<file path="config.mk">
export PLATFORM = sky130hd
export DESIGN_NAME = alu_multiplier_flat
export DESIGN_NICKNAME = d
export VERILOG_FILES = /design/src/rtl/alu_multiplier_if.sv /design/src/rtl/alu_multiplier.sv /design/src/flat_wrapper.sv
export SDC_FILE = /design/constraint.sdc
export NUM_CORES = 1
export LEC_CHECK = 0
export ABC_AREA = 1
export CORE_UTILIZATION = 53
export DETAILED_ROUTE_END_ITERATION = 6
export PLACE_DENSITY_LB_ADDON = 0.1
export SETUP_SLACK_MARGIN = 0.02
export SLEW_MARGIN = 20
export SYNTH_ARGS = -nofsm -noshare
export SYNTH_HDL_FRONTEND = slang
export SYNTH_SLANG_ARGS = --single-unit
</file>
<file path="constraint.sdc">
create_clock -name Clock -period 2.55 [get_ports Clock]
set_clock_uncertainty 0.1 [all_clocks]
set_input_delay 0.3825 -clock Clock [delete_from_list [all_inputs] [get_ports Clock]]
set_output_delay 0.3825 -clock Clock [all_outputs]
set_load 0.01 [all_outputs]
</file>
<file path="src/rtl/alu_multiplier_if.sv">
// ============================================================================
//  Module      : alu_multiplier_if
//  Description : Request/result bundle between a requester (control unit,
//                result mux) and the iterative multiplier.
//                  Start     : request, honoured only while Busy is low
//                  A, B      : multiplicand / multiplier, captured with Start
//                  Busy      : multiplier is iterating
//                  Done      : one-cycle pulse, result valid in that cycle
//                  Product   : low half of the product (ALU MUL input)
//                  ProductHi : high half of the product
//  Modports    : master (requester side), slave (multiplier side)
//  Revision    : 1.0 - initial release
// ============================================================================
`default_nettype none

interface alu_multiplier_if #(
    parameter int WIDTH = 24
);
    logic             Start;
    logic [WIDTH-1:0] A;
    logic [WIDTH-1:0] B;
    logic             Busy;
    logic             Done;
    logic [WIDTH-1:0] Product;
    logic [WIDTH-1:0] ProductHi;

    modport master (
        output Start, A, B,
        input  Busy, Done, Product, ProductHi
    );

    modport slave (
        input  Start, A, B,
        output Busy, Done, Product, ProductHi
    );
endinterface

`default_nettype wire

</file>
<file path="src/rtl/alu_multiplier.sv">
// ============================================================================
//  Module      : alu_multiplier
//  Description : Iterative unsigned shift-add multiplier, one multiplier bit
//                per clock. The full 2*WIDTH-bit product is accumulated in P;
//                the low half drives Product, the high half ProductHi.
//  Ports       : Clock   - rising-edge clock
//                Reset_n - asynchronous active-low reset
//                bus     - alu_multiplier_if.slave (Start/A/B in,
//                          Busy/Done/Product/ProductHi out)
//  Options     : MUL_EARLY_EXIT_EN - when defined, RUN terminates as soon as
//                the remaining multiplier bits are all zero (variable
//                latency, identical results).
//  Revision    : 1.0 - initial release
// ============================================================================
`default_nettype none

module alu_multiplier #(
    parameter int WIDTH = 24
) (
    input  wire logic       Clock,
    input  wire logic       Reset_n,
    alu_multiplier_if.slave bus
);

    localparam int             CW         = $clog2(WIDTH + 1);
    localparam logic [CW-1:0]  C_CNT_LOAD = CW'(WIDTH);
    localparam logic [CW-1:0]  C_CNT_ONE  = CW'(1);

    typedef enum logic [1:0] {
        S_IDLE = 2'd0,
        S_RUN  = 2'd1,
        S_DONE = 2'd2
    } state_t;

    state_t             r_state;
    logic [WIDTH-1:0]   r_mcand;
    logic [2*WIDTH-1:0] r_p;
    logic [CW-1:0]      r_cnt;
    logic               r_busy;
    logic               r_done;

    logic               w_carry;
    logic [WIDTH-1:0]   w_sum;
    logic [2*WIDTH-1:0] w_p_step;
    logic [2*WIDTH-1:0] w_p_next;
    logic               w_last;

    // Conditional add of the multiplicand into the upper half; the carry out
    // becomes the new MSB after the shift so nothing is ever truncated.
    always_comb begin
        if (r_p[0]) begin
            {w_carry, w_sum} = {1'b0, r_p[2*WIDTH-1:WIDTH]} + {1'b0, r_mcand};
        end else begin
            w_carry = 1'b0;
            w_sum   = r_p[2*WIDTH-1:WIDTH];
        end
    end

    assign w_p_step = {w_carry, w_sum, r_p[WIDTH-1:1]};

`ifdef MUL_EARLY_EXIT_EN
    // After this step, P[cnt-2:0] still holds unconsumed multiplier bits.
    // If they are all zero, the remaining iterations would only shift, so
    // the whole remaining shift is applied at once.
    logic [WIDTH-1:0] w_rem_mask;
    logic             w_rem_zero;

    always_comb begin
        w_rem_mask = '0;
        for (int i = 0; i < WIDTH; i++) begin
            w_rem_mask[i] = ((32'(i) + 32'd1) < 32'(r_cnt));
        end
    end

    assign w_rem_zero = ((w_p_step[WIDTH-1:0] & w_rem_mask) == '0);
    assign w_last     = (r_cnt == C_CNT_ONE) || w_rem_zero;
    assign w_p_next   = w_p_step >> (r_cnt - C_CNT_ONE);
`else
    assign w_last     = (r_cnt == C_CNT_ONE);
    assign w_p_next   = w_p_step;
`endif

    always_ff @(posedge Clock or negedge Reset_n) begin
        if (!Reset_n) begin
            r_state <= S_IDLE;
            r_mcand <= '0;
            r_p     <= '0;
            r_cnt   <= '0;
            r_busy  <= 1'b0;
            r_done  <= 1'b0;
        end else begin
            case (r_state)
                S_IDLE, S_DONE: begin
                    r_done <= 1'b0;
                    if (bus.Start) begin
                        r_mcand <= bus.A;
                        r_p     <= {{WIDTH{1'b0}}, bus.B};
                        r_cnt   <= C_CNT_LOAD;
                        r_busy  <= 1'b1;
                        r_state <= S_RUN;
                    end else begin
                        r_busy  <= 1'b0;
                        r_state <= S_IDLE;
                    end
                end
                S_RUN: begin
                    r_p <= w_p_next;
                    if (w_last) begin
                        r_cnt   <= '0;
                        r_busy  <= 1'b0;
                        r_done  <= 1'b1;
                        r_state <= S_DONE;
                    end else begin
                        r_cnt   <= r_cnt - C_CNT_ONE;
                    end
                end
                default: begin
                    r_busy  <= 1'b0;
                    r_done  <= 1'b0;
                    r_state <= S_IDLE;
                end
            endcase
        end
    end

    assign bus.Busy      = r_busy;
    assign bus.Done      = r_done;
    assign bus.Product   = r_p[WIDTH-1:0];
    assign bus.ProductHi = r_p[2*WIDTH-1:WIDTH];

endmodule

`default_nettype wire

</file>
<file path="src/flat_wrapper.sv">
// flat-port wrapper written by rule: the top's interface ports become plain ports
module alu_multiplier_flat 
#(
    parameter int WIDTH = 24
)
  (Clock, Reset_n, bus_Start, bus_A, bus_B, bus_Busy, bus_Done, bus_Product, bus_ProductHi);
  alu_multiplier_if #(.WIDTH(WIDTH)) bus_i ();
  input  wire logic Clock;
  input  wire logic Reset_n;
  input wire logic [$bits(bus_i.Start)-1:0] bus_Start;
  input wire logic [$bits(bus_i.A)-1:0] bus_A;
  input wire logic [$bits(bus_i.B)-1:0] bus_B;
  output wire logic [$bits(bus_i.Busy)-1:0] bus_Busy;
  output wire logic [$bits(bus_i.Done)-1:0] bus_Done;
  output wire logic [$bits(bus_i.Product)-1:0] bus_Product;
  output wire logic [$bits(bus_i.ProductHi)-1:0] bus_ProductHi;
  assign bus_i.Start = bus_Start;
  assign bus_i.A = bus_A;
  assign bus_i.B = bus_B;
  assign bus_Busy = bus_i.Busy;
  assign bus_Done = bus_i.Done;
  assign bus_Product = bus_i.Product;
  assign bus_ProductHi = bus_i.ProductHi;
  alu_multiplier #(.WIDTH(WIDTH)) u_core (.Clock(Clock), .Reset_n(Reset_n), .bus(bus_i));
endmodule
</file>
==> results_tabular.tex, run 1 <==
\begin{tabular}{lr}
\hline
Metric & Value \\
\hline
\multicolumn{2}{l}{\textbf{Run status}} \\
\quad Result of the run & finished clean \\
\multicolumn{2}{l}{\textbf{Floorplan}} \\
\quad Height of the die & 100 um \\
\quad Number of placed I/O pins & 101 \\
\quad Starting density of the core & 55.1\% \\
\quad Cell Rows & 35 \\
\quad Die X-Extent & 100 um \\
\quad Die footprint & 0.0101 sq mm \\
\quad Area inside the core boundary & 0.00933 sq mm \\
\multicolumn{2}{l}{\textbf{Setup path}} \\
\quad Worst path max stage delay & 0.43 ns \\
\quad Element type at the critical path end & flop \\
\quad Max FO, Critical Path & 4 \\
\quad Worst path required time & 2.70 ns \\
\quad Type of element launching the critical path & flop \\
\quad Cells along the critical path & ha\_1 > fa\_1 > nand2\_1 > nand2\_1 > nand2\_1 > o21ai\_2 > nand2\_1 > a21oi\_1 > o21ai\_1 > nand2\_1 \\
\quad Top cell by count, worst path & nand2\_1 \\
\quad Endpoint arrival time on the critical path & 2.45 ns \\
\quad Largest delay contributor family on the critical path & adder cells \\
\quad Slowest cell on the critical path & dfrtp\_1 \\
\quad Type of the worst setup path & flop to flop \\
\quad Combined buffer and inverter count along the critical path & 0 \\
\multicolumn{2}{l}{\textbf{Power}} \\
\quad Leakage power summed over all cells & 3.38 nW \\
\quad Clock share of power & 9.3\% \\
\quad Power share of the sequential group & 24.7\% \\
\quad Internal & 0.00490 W \\
\quad Switching power summed over all nets & 0.00505 W \\
\quad Fraction of power consumed by combinational cells & 66.0\% \\
\quad Pwr Density & 1540 mW/mm\^{}2 \\
\quad Total design power & 0.00995 W \\
\quad Worst vdd ir & 0.000815 V \\
\quad Switching part of the total power & 50.8\% \\
\multicolumn{2}{l}{\textbf{GRT}} \\
\quad Wire length of the first global-routing pass & 23.8 mm \\
\quad Total track usage & 30.3\% \\
\quad Initial antenna violation count & 0 \\
\quad Number of global-route vias before repair & 5086 \\
\quad Total congestion overflow & 0 \\
\quad Maximum number of pins on one net before global-route repair & 42 \\
\multicolumn{2}{l}{\textbf{Yosys}} \\
\quad Area of the mapped netlist & 0.00514 sq mm \\
\quad Mapped Nets & 843 \\
\quad Sequential share of the synthesized area & 38.5\% \\
\quad Gate count of the mapped netlist & 765 \\
\quad Synthesis-stage register bit count & 79 \\
\quad Warning count from the yosys run & 0 \\
\quad Number of unique standard cell types used by synthesis & 34 \\
\quad Synth Area per Inst & 6.72 sq um \\
\multicolumn{2}{l}{\textbf{Detailed routing}} \\
\quad Number of vias in the routed layout & 5084 \\
\quad Final routed wire length divided by cell count & 14.5 um \\
\quad Total wire length after detailed routing & 14.5 mm \\
\quad Pre-antenna DRT Iters & 5 \\
\quad Detailed Route Iter0 Violations & 235 \\
\quad Post-detailed-route via-to-cell ratio & 5.09 \\
\quad Post-route antenna net violation count & 0 \\
\quad Remaining routing DRC violations & 0 \\
\multicolumn{2}{l}{\textbf{Timing}} \\
\quad Share of the clock period used by the worst path after layout & 90.2\% \\
\quad Setup TNS Final & 0 ns \\
\quad Minimum period implied by the final worst setup slack & 2.30 ns \\
\quad Setup repair after global routing missed its margin & no \\
\quad Final slew viol count & 0 \\
\quad Max Fclk & 435 MHz \\
\quad Setup violators final & 0 \\
\quad Tightest Pin Transition & 0.576 ns \\
\quad Relative slew slack & 61.6\% \\
\quad Number of endpoints with negative hold slack in the final report & 0 \\
\multicolumn{2}{l}{\textbf{Clock network}} \\
\quad Number of setup buffers added after CTS & 0 \\
\quad Worst-skew pair later-pin latency & 0.37 ns \\
\quad Clk root buf & clkbuf\_8 \\
\quad Number of buffers created by CTS & 9 \\
\quad Largest buffer count on any clock path & 2 \\
\quad TritonCTS clock tree & done \\
\quad Deepest level of the CTS H-tree & 3 \\
\quad Number of clock sinks & 79 \\
\quad Clock-pin slew on the worst setup and hold paths & 0.09 ns \\
\multicolumn{2}{l}{\textbf{Placed design}} \\
\quad Routability congestion estimate & 0.949 \\
\quad Count of input and output buffers & 100 \\
\quad DP HPWL & 10.6 mm \\
\quad Placed Instance Area & 0.00629 sq mm \\
\multicolumn{2}{l}{\textbf{Job}} \\
\quad Max cap viols & 0 \\
\multicolumn{2}{l}{\textbf{Final layout}} \\
\quad Commonest non-fill, non-tap cell in the layout & nand2\_1 \\
\quad Diode insertion count for antenna repair & 0 \\
\quad Post-route cell area & 0.00648 sq mm \\
\quad Final layout net count & 943 \\
\quad Relative area change from synthesis to final layout & 26.1\% \\
\quad Share of cells above drive strength 1 & 5.52\% \\
\quad Leading cell types in the layout, fill and taps excluded & 281 x nand2\_1, 99 x clkdlybuf4s50\_1, 96 x inv\_1, 96 x nor2\_1, 79 x dfrtp\_1 \\
\multicolumn{2}{l}{\textbf{Min path}} \\
\quad Type of the most critical hold path & flop to flop \\
\hline
\end{tabular}
-- cell usage after synthesis --
cell / count / share of area, %
fa_1: 1 / 0.39
o22ai_1: 18 / 2.2
nand3_1: 32 / 3.1
ha_1: 26 / 6.3
nor2_4: 3 / 0.66
buf_2: 13 / 1.3
nor3_1: 4 / 0.39
o21bai_1: 1 / 0.15
nand4_1: 5 / 0.61
a21o_1: 1 / 0.15
and2_1: 1 / 0.12
inv_2: 1 / 0.073
o21a_1: 1 / 0.15
xnor2_1: 2 / 0.34
o21ai_0: 28 / 2.7
o21ai_2: 1 / 0.17
o21ai_1: 5 / 0.49
or2_2: 1 / 0.12
nor2_1: 96 / 7.0
buf_1: 1 / 0.073
xor2_1: 4 / 0.68
nand2_1: 281 / 21
clkinv_1: 2 / 0.15
nand3_2: 3 / 0.58
nand2_2: 8 / 0.97
o31ai_1: 1 / 0.15
inv_1: 96 / 7.0
dfrtp_1: 79 / 38
a21oi_1: 36 / 3.5
or2_1: 1 / 0.12
a21oi_2: 2 / 0.34
nand3b_1: 1 / 0.15
clkbuf_1: 8 / 0.58
nor2_2: 2 / 0.24
-- metrics by stage --
step	util [%]	setup slack [ns]	instances	hold WS [ns]
2_1_floorplan	-	0.623	765	-0.0131
3_3_place_gp	67.4	0.406	982	0.316
3_5_place_dp	67.4	0.334	982	0.322
4_1_cts	69.5	0.295	999	0.400
5_1_grt	69.5	0.181	999	0.411
6_report	69.5	0.249	999	0.393
-- worst register-to-register path, stage by stage, from the launching register on --
cell and delay (ns):
dfrtp_1 0.43, ha_1 0.26, fa_1 0.42, nand2_1 0.10
nand2_1 0.07, nand2_1 0.16, o21ai_2 0.10, nand2_1 0.13
a21oi_1 0.08, o21ai_1 0.26, nand2_1 0.09
-- flip-flops by register name, summed over array words and instances (netlist names) --
register,flops
u_core.r_p,48
u_core.r_mcand,24
u_core.r_cnt,5
u_core.r_state,2
-- cell type report --
type / count / area, sq um
flip-flops and latches: 79 / 1980
inverters: 99 / 372
clock inverters: 7 / 57.6
multi-input cells: 565 / 2690
fillers: 820 / 2850
clock buffers: 9 / 124
well taps: 129 / 161
repair buffers: 111 / 1100
-- power by group through the flow --
stage                     Sequential, W  Combinational (W)  Clock, W
after global routing            0.00253            0.00736  0.000975
after global placement          0.00244            0.00639         0
after floorplan                 0.00253            0.00425         0
after CTS                       0.00245            0.00654  0.000934
final                           0.00245            0.00657  0.000923
after detailed placement        0.00246            0.00649         0
-- path summary, 6_finish.rpt --
path,cells after the start,to,slack (ns),start
worst max-delay path,10,u_core.r_p[39]$_DFFE_PN0P_,0.25,u_core.r_p[24]$_DFFE_PN0P_
max in group asynchronous,3,u_core.r_mcand[14]$_DFFE_PN0P_,1.29,Reset_n
worst min register to register,2,u_core.r_mcand[21]$_DFFE_PN0P_,0.39,u_core.r_mcand[21]$_DFFE_PN0P_
worst min-delay path,2,u_core.r_mcand[21]$_DFFE_PN0P_,0.39,u_core.r_mcand[21]$_DFFE_PN0P_
worst max register to register,10,u_core.r_p[39]$_DFFE_PN0P_,0.25,u_core.r_p[24]$_DFFE_PN0P_
min in group asynchronous,2,u_core.r_p[33]$_DFFE_PN0P_,0.45,Reset_n
-- per-layer routing --
layer  wire length, um  track usage [%]
met4               252             9.14
met2              6910             52.0
met3               897             6.17
met5                 0                0
met1              6450             38.5
-- repair_timing --
item                                   CTS  global route
hold buffers                             1             0
endpoints found under the hold margin   40             0
gates resized for setup                  0             0
-- logic make-up (layout without fill, tap and decap cells) --
kind of cell	Yosys count	in the layout	synth area share, %
simple gates	438	438	34.6
buf+inv	121	226	9.16
fa+ha+maj	27	27	6.72
compound gates	94	94	10.0
flops	79	79	38.5
xor+xnor	6	6	1.02
Note: power is estimated with default switching activity, not from simulation.
==> run 2, diff against run 1 <==
--- a/config.mk
+++ b/config.mk
@@ -8,6 +8,7 @@
 export ABC_AREA = 1
 export CORE_UTILIZATION = 53
 export DETAILED_ROUTE_END_ITERATION = 6
+export MAX_ROUTING_LAYER = met4
 export PLACE_DENSITY_LB_ADDON = 0.1
 export SETUP_SLACK_MARGIN = 0.02
 export SLEW_MARGIN = 20
==> run 2 against run 1 <==
  * Hold slack gained 0.0015 ns
  * Fmax is 4.9% higher
  * Total power is essentially flat
  * Sequential share of layout area about the same
  * Core utilization is 0.080 points lower
  * Register-to-register slack gained 0.11 ns
  * Via count grew 0.35%
  * First-iteration DRC count shrank 3.0%
  * Largest cell class unchanged
==> results_tabular.tex, run 2 (synthesized netlist as in run 1, its figures left out) <==
\begin{tabular}{lr}
\hline
Metric & Value \\
\hline
\multicolumn{2}{l}{\textbf{Floorplan}} \\
\quad Die footprint & 0.0101 sq mm \\
\quad Cell Rows & 35 \\
\quad Starting density of the core & 55.1\% \\
\quad Die X-Extent & 100 um \\
\quad Height of the die & 100 um \\
\quad Area inside the core boundary & 0.00933 sq mm \\
\quad Number of placed I/O pins & 101 \\
\multicolumn{2}{l}{\textbf{Timing}} \\
\quad Setup TNS Final & 0 ns \\
\quad Max Fclk & 456 MHz \\
\quad Share of the clock period used by the worst path after layout & 86.0\% \\
\quad Minimum period implied by the final worst setup slack & 2.19 ns \\
\quad Number of endpoints with negative hold slack in the final report & 0 \\
\quad Setup repair after global routing missed its margin & no \\
\quad Setup violators final & 0 \\
\quad Relative slew slack & 64.7\% \\
\quad Tightest Pin Transition & 0.529 ns \\
\quad Worst Setup Slack, final & 0.356 ns \\
\quad Final slew viol count & 0 \\
\multicolumn{2}{l}{\textbf{Clock network}} \\
\quad Deepest level of the CTS H-tree & 3 \\
\quad Resized cells post-CTS & 0 \\
\quad Number of buffers created by CTS & 9 \\
\quad Clk root buf & clkbuf\_8 \\
\quad Clock-pin slew on the worst setup and hold paths & 0.10 ns \\
\quad Worst-skew pair later-pin latency & 0.37 ns \\
\quad TritonCTS clock tree & done \\
\quad Number of clock sinks & 79 \\
\quad Largest buffer count on any clock path & 2 \\
\multicolumn{2}{l}{\textbf{Final layout}} \\
\quad Post-route cell area & 0.00647 sq mm \\
\quad Sequential cell area in the final layout & 0.00198 sq mm \\
\quad Registers with the most flip-flops & u\_core.r\_p (48), u\_core.r\_mcand (24), u\_core.r\_cnt (5) \\
\quad Relative area change from synthesis to final layout & 25.9\% \\
\quad Leading cell types in the layout, fill and taps excluded & 281 x nand2\_1, 99 x clkdlybuf4s50\_1, 96 x inv\_1, 96 x nor2\_1, 79 x dfrtp\_1 \\
\quad Layout fillers & 814 \\
\quad Final layout net count & 941 \\
\quad Flip-flop count of the largest register, all copies and words added & 48 \\
\quad Register ranked first by flip-flop count & u\_core.r\_p \\
\quad Utilization after layout & 69.4\% \\
\quad Diode insertion count for antenna repair & 0 \\
\quad Share of cells above drive strength 1 & 5.30\% \\
\quad Commonest non-fill, non-tap cell in the layout & nand2\_1 \\
\quad Area of the multi-input gates & 0.00269 sq mm \\
\multicolumn{2}{l}{\textbf{Detailed routing}} \\
\quad Final routed wire length divided by cell count & 14.7 um \\
\quad Post-detailed-route via-to-cell ratio & 5.12 \\
\quad Remaining routing DRC violations & 0 \\
\quad Post-route antenna net violation count & 0 \\
\quad Number of vias in the routed layout & 5102 \\
\quad Total wire length after detailed routing & 14.7 mm \\
\quad Detailed Route Iter0 Violations & 228 \\
\quad Pre-antenna DRT Iters & 4 \\
\multicolumn{2}{l}{\textbf{Setup path}} \\
\quad Cells along the critical path & ha\_1 > fa\_1 > nand2\_1 > nand2\_1 > nand2\_1 > o21ai\_2 > nand2\_1 > nand2\_1 > nand2\_1 > nand3\_1 > nand2\_1 > o21ai\_1 \\
\quad Worst path max stage delay & 0.44 ns \\
\quad Startpoint of the worst register-to-register path & u\_core.r\_p[24]\$\_DFFE\_PN0P\_ \\
\quad Register-to-register path setup slack & 0.36 ns \\
\quad Endpoint arrival time on the critical path & 2.34 ns \\
\quad Slowest cell on the critical path & fa\_1 \\
\quad Cell depth of the worst flop-to-flop path & 12 \\
\quad Element type at the critical path end & flop \\
\quad Combined buffer and inverter count along the critical path & 0 \\
\quad Largest delay contributor family on the critical path & adder cells \\
\quad Worst flop-to-flop path endpoint & u\_core.r\_p[35]\$\_DFFE\_PN0P\_ \\
\quad Type of the worst setup path & flop to flop \\
\quad Top cell by count, worst path & nand2\_1 \\
\quad Max FO, Critical Path & 4 \\
\quad Worst path depth & 12 \\
\quad Type of element launching the critical path & flop \\
\quad Worst path required time & 2.70 ns \\
\multicolumn{2}{l}{\textbf{Placed design}} \\
\quad Count of input and output buffers & 100 \\
\quad Placed Instance Area & 0.00627 sq mm \\
\quad Routability congestion estimate & 0.946 \\
\quad Setup Slack @ Placement & 0.381 ns \\
\quad DP HPWL & 10.9 mm \\
\multicolumn{2}{l}{\textbf{GRT}} \\
\quad Total track usage & 32.0\% \\
\quad Initial antenna violation count & 0 \\
\quad Wire length of the first global-routing pass & 24.2 mm \\
\quad Number of global-route vias before repair & 5022 \\
\quad Maximum number of pins on one net before global-route repair & 50 \\
\quad Total congestion overflow & 0 \\
\multicolumn{2}{l}{\textbf{Job}} \\
\quad Max cap viols & 0 \\
\multicolumn{2}{l}{\textbf{Min path}} \\
\quad Type of the most critical hold path & flop to flop \\
\quad Worst Hold Path Cells & 2 \\
\quad Min-delay src & u\_core.r\_mcand[5]\$\_DFFE\_PN0P\_ \\
\quad Min-Delay Endpoint & u\_core.r\_mcand[5]\$\_DFFE\_PN0P\_ \\
\multicolumn{2}{l}{\textbf{Power}} \\
\quad Worst vdd ir & 0.000982 V \\
\quad Leakage power summed over all cells & 3.38 nW \\
\quad Pwr Density & 1540 mW/mm\^{}2 \\
\multicolumn{2}{l}{\textbf{Run status}} \\
\quad Result of the run & finished clean \\
\hline
\end{tabular}
-- run 2: layout make-up --
class | instances | share of cell area (%)
clock inverter | 6 | 0.793
sequential | 79 | 30.5
tap | 129 | 2.49
multi-input combinational | 565 | 41.6
inverter | 99 | 5.74
clock buffer | 10 | 2.13
timing repair buffer | 109 | 16.7
-- run 2: how the worst max path moves through the flow --
stage | start | end | slack, ns
floorplan | u_core.r_p[24]$_DFFE_PN0P_ | u_core.r_p[45]$_DFFE_PN0P_ | 0.62
global placement | u_core.r_p[24]$_DFFE_PN0P_ | u_core.r_p[43]$_DFFE_PN0P_ | 0.44
detailed placement | u_core.r_p[24]$_DFFE_PN0P_ | u_core.r_p[35]$_DFFE_PN0P_ | 0.38
CTS | u_core.r_p[24]$_DFFE_PN0P_ | u_core.r_p[43]$_DFFE_PN0P_ | 0.36
global route | u_core.r_p[24]$_DFFE_PN0P_ | u_core.r_p[35]$_DFFE_PN0P_ | 0.20
finish | u_core.r_p[24]$_DFFE_PN0P_ | u_core.r_p[35]$_DFFE_PN0P_ | 0.36
-- run 2: power by group --
group | internal [W] | total (W) | switching [W]
registers | 0.00191 | 0.00247 | 0.000558
logic | 0.00261 | 0.00653 | 0.00392
clock network | 0.000393 | 0.000948 | 0.000555
-- run 2: repair_timing --
action / in CTS / in global routing
hold endpoints to repair: 36 / 0
buffers inserted: 0 / 0
hold buffers: 1 / 0
-- run 2: stage by stage --
stage	power [W]	std cells	hold slack, ns
2_1_floorplan	0.00677	765	-0.0131
3_3_place_gp	0.00879	980	0.283
3_5_place_dp	0.00895	980	0.293
4_1_cts	0.00993	997	0.396
5_1_grt	0.0109	997	0.427
6_report	0.00994	997	0.395
-- run 2: worst reg2reg max path, delay by kind of cell (launching register included) --
family | cells | cell delay [ns]
simple gates | 8 | 0.67
flops | 1 | 0.42
compound gates | 2 | 0.18
fa+ha+maj | 2 | 0.70
-- run 2: routing by layer --
metal  vias to the layer above  part of all wire, %  GRT usage, %
met1                      2351                   45          41.5
met5                         -                    0             -
met2                       156                   48          52.1
li1                       2581                    -             -
met3                        14                  6.4          4.85
met4                         0                  1.3          9.48
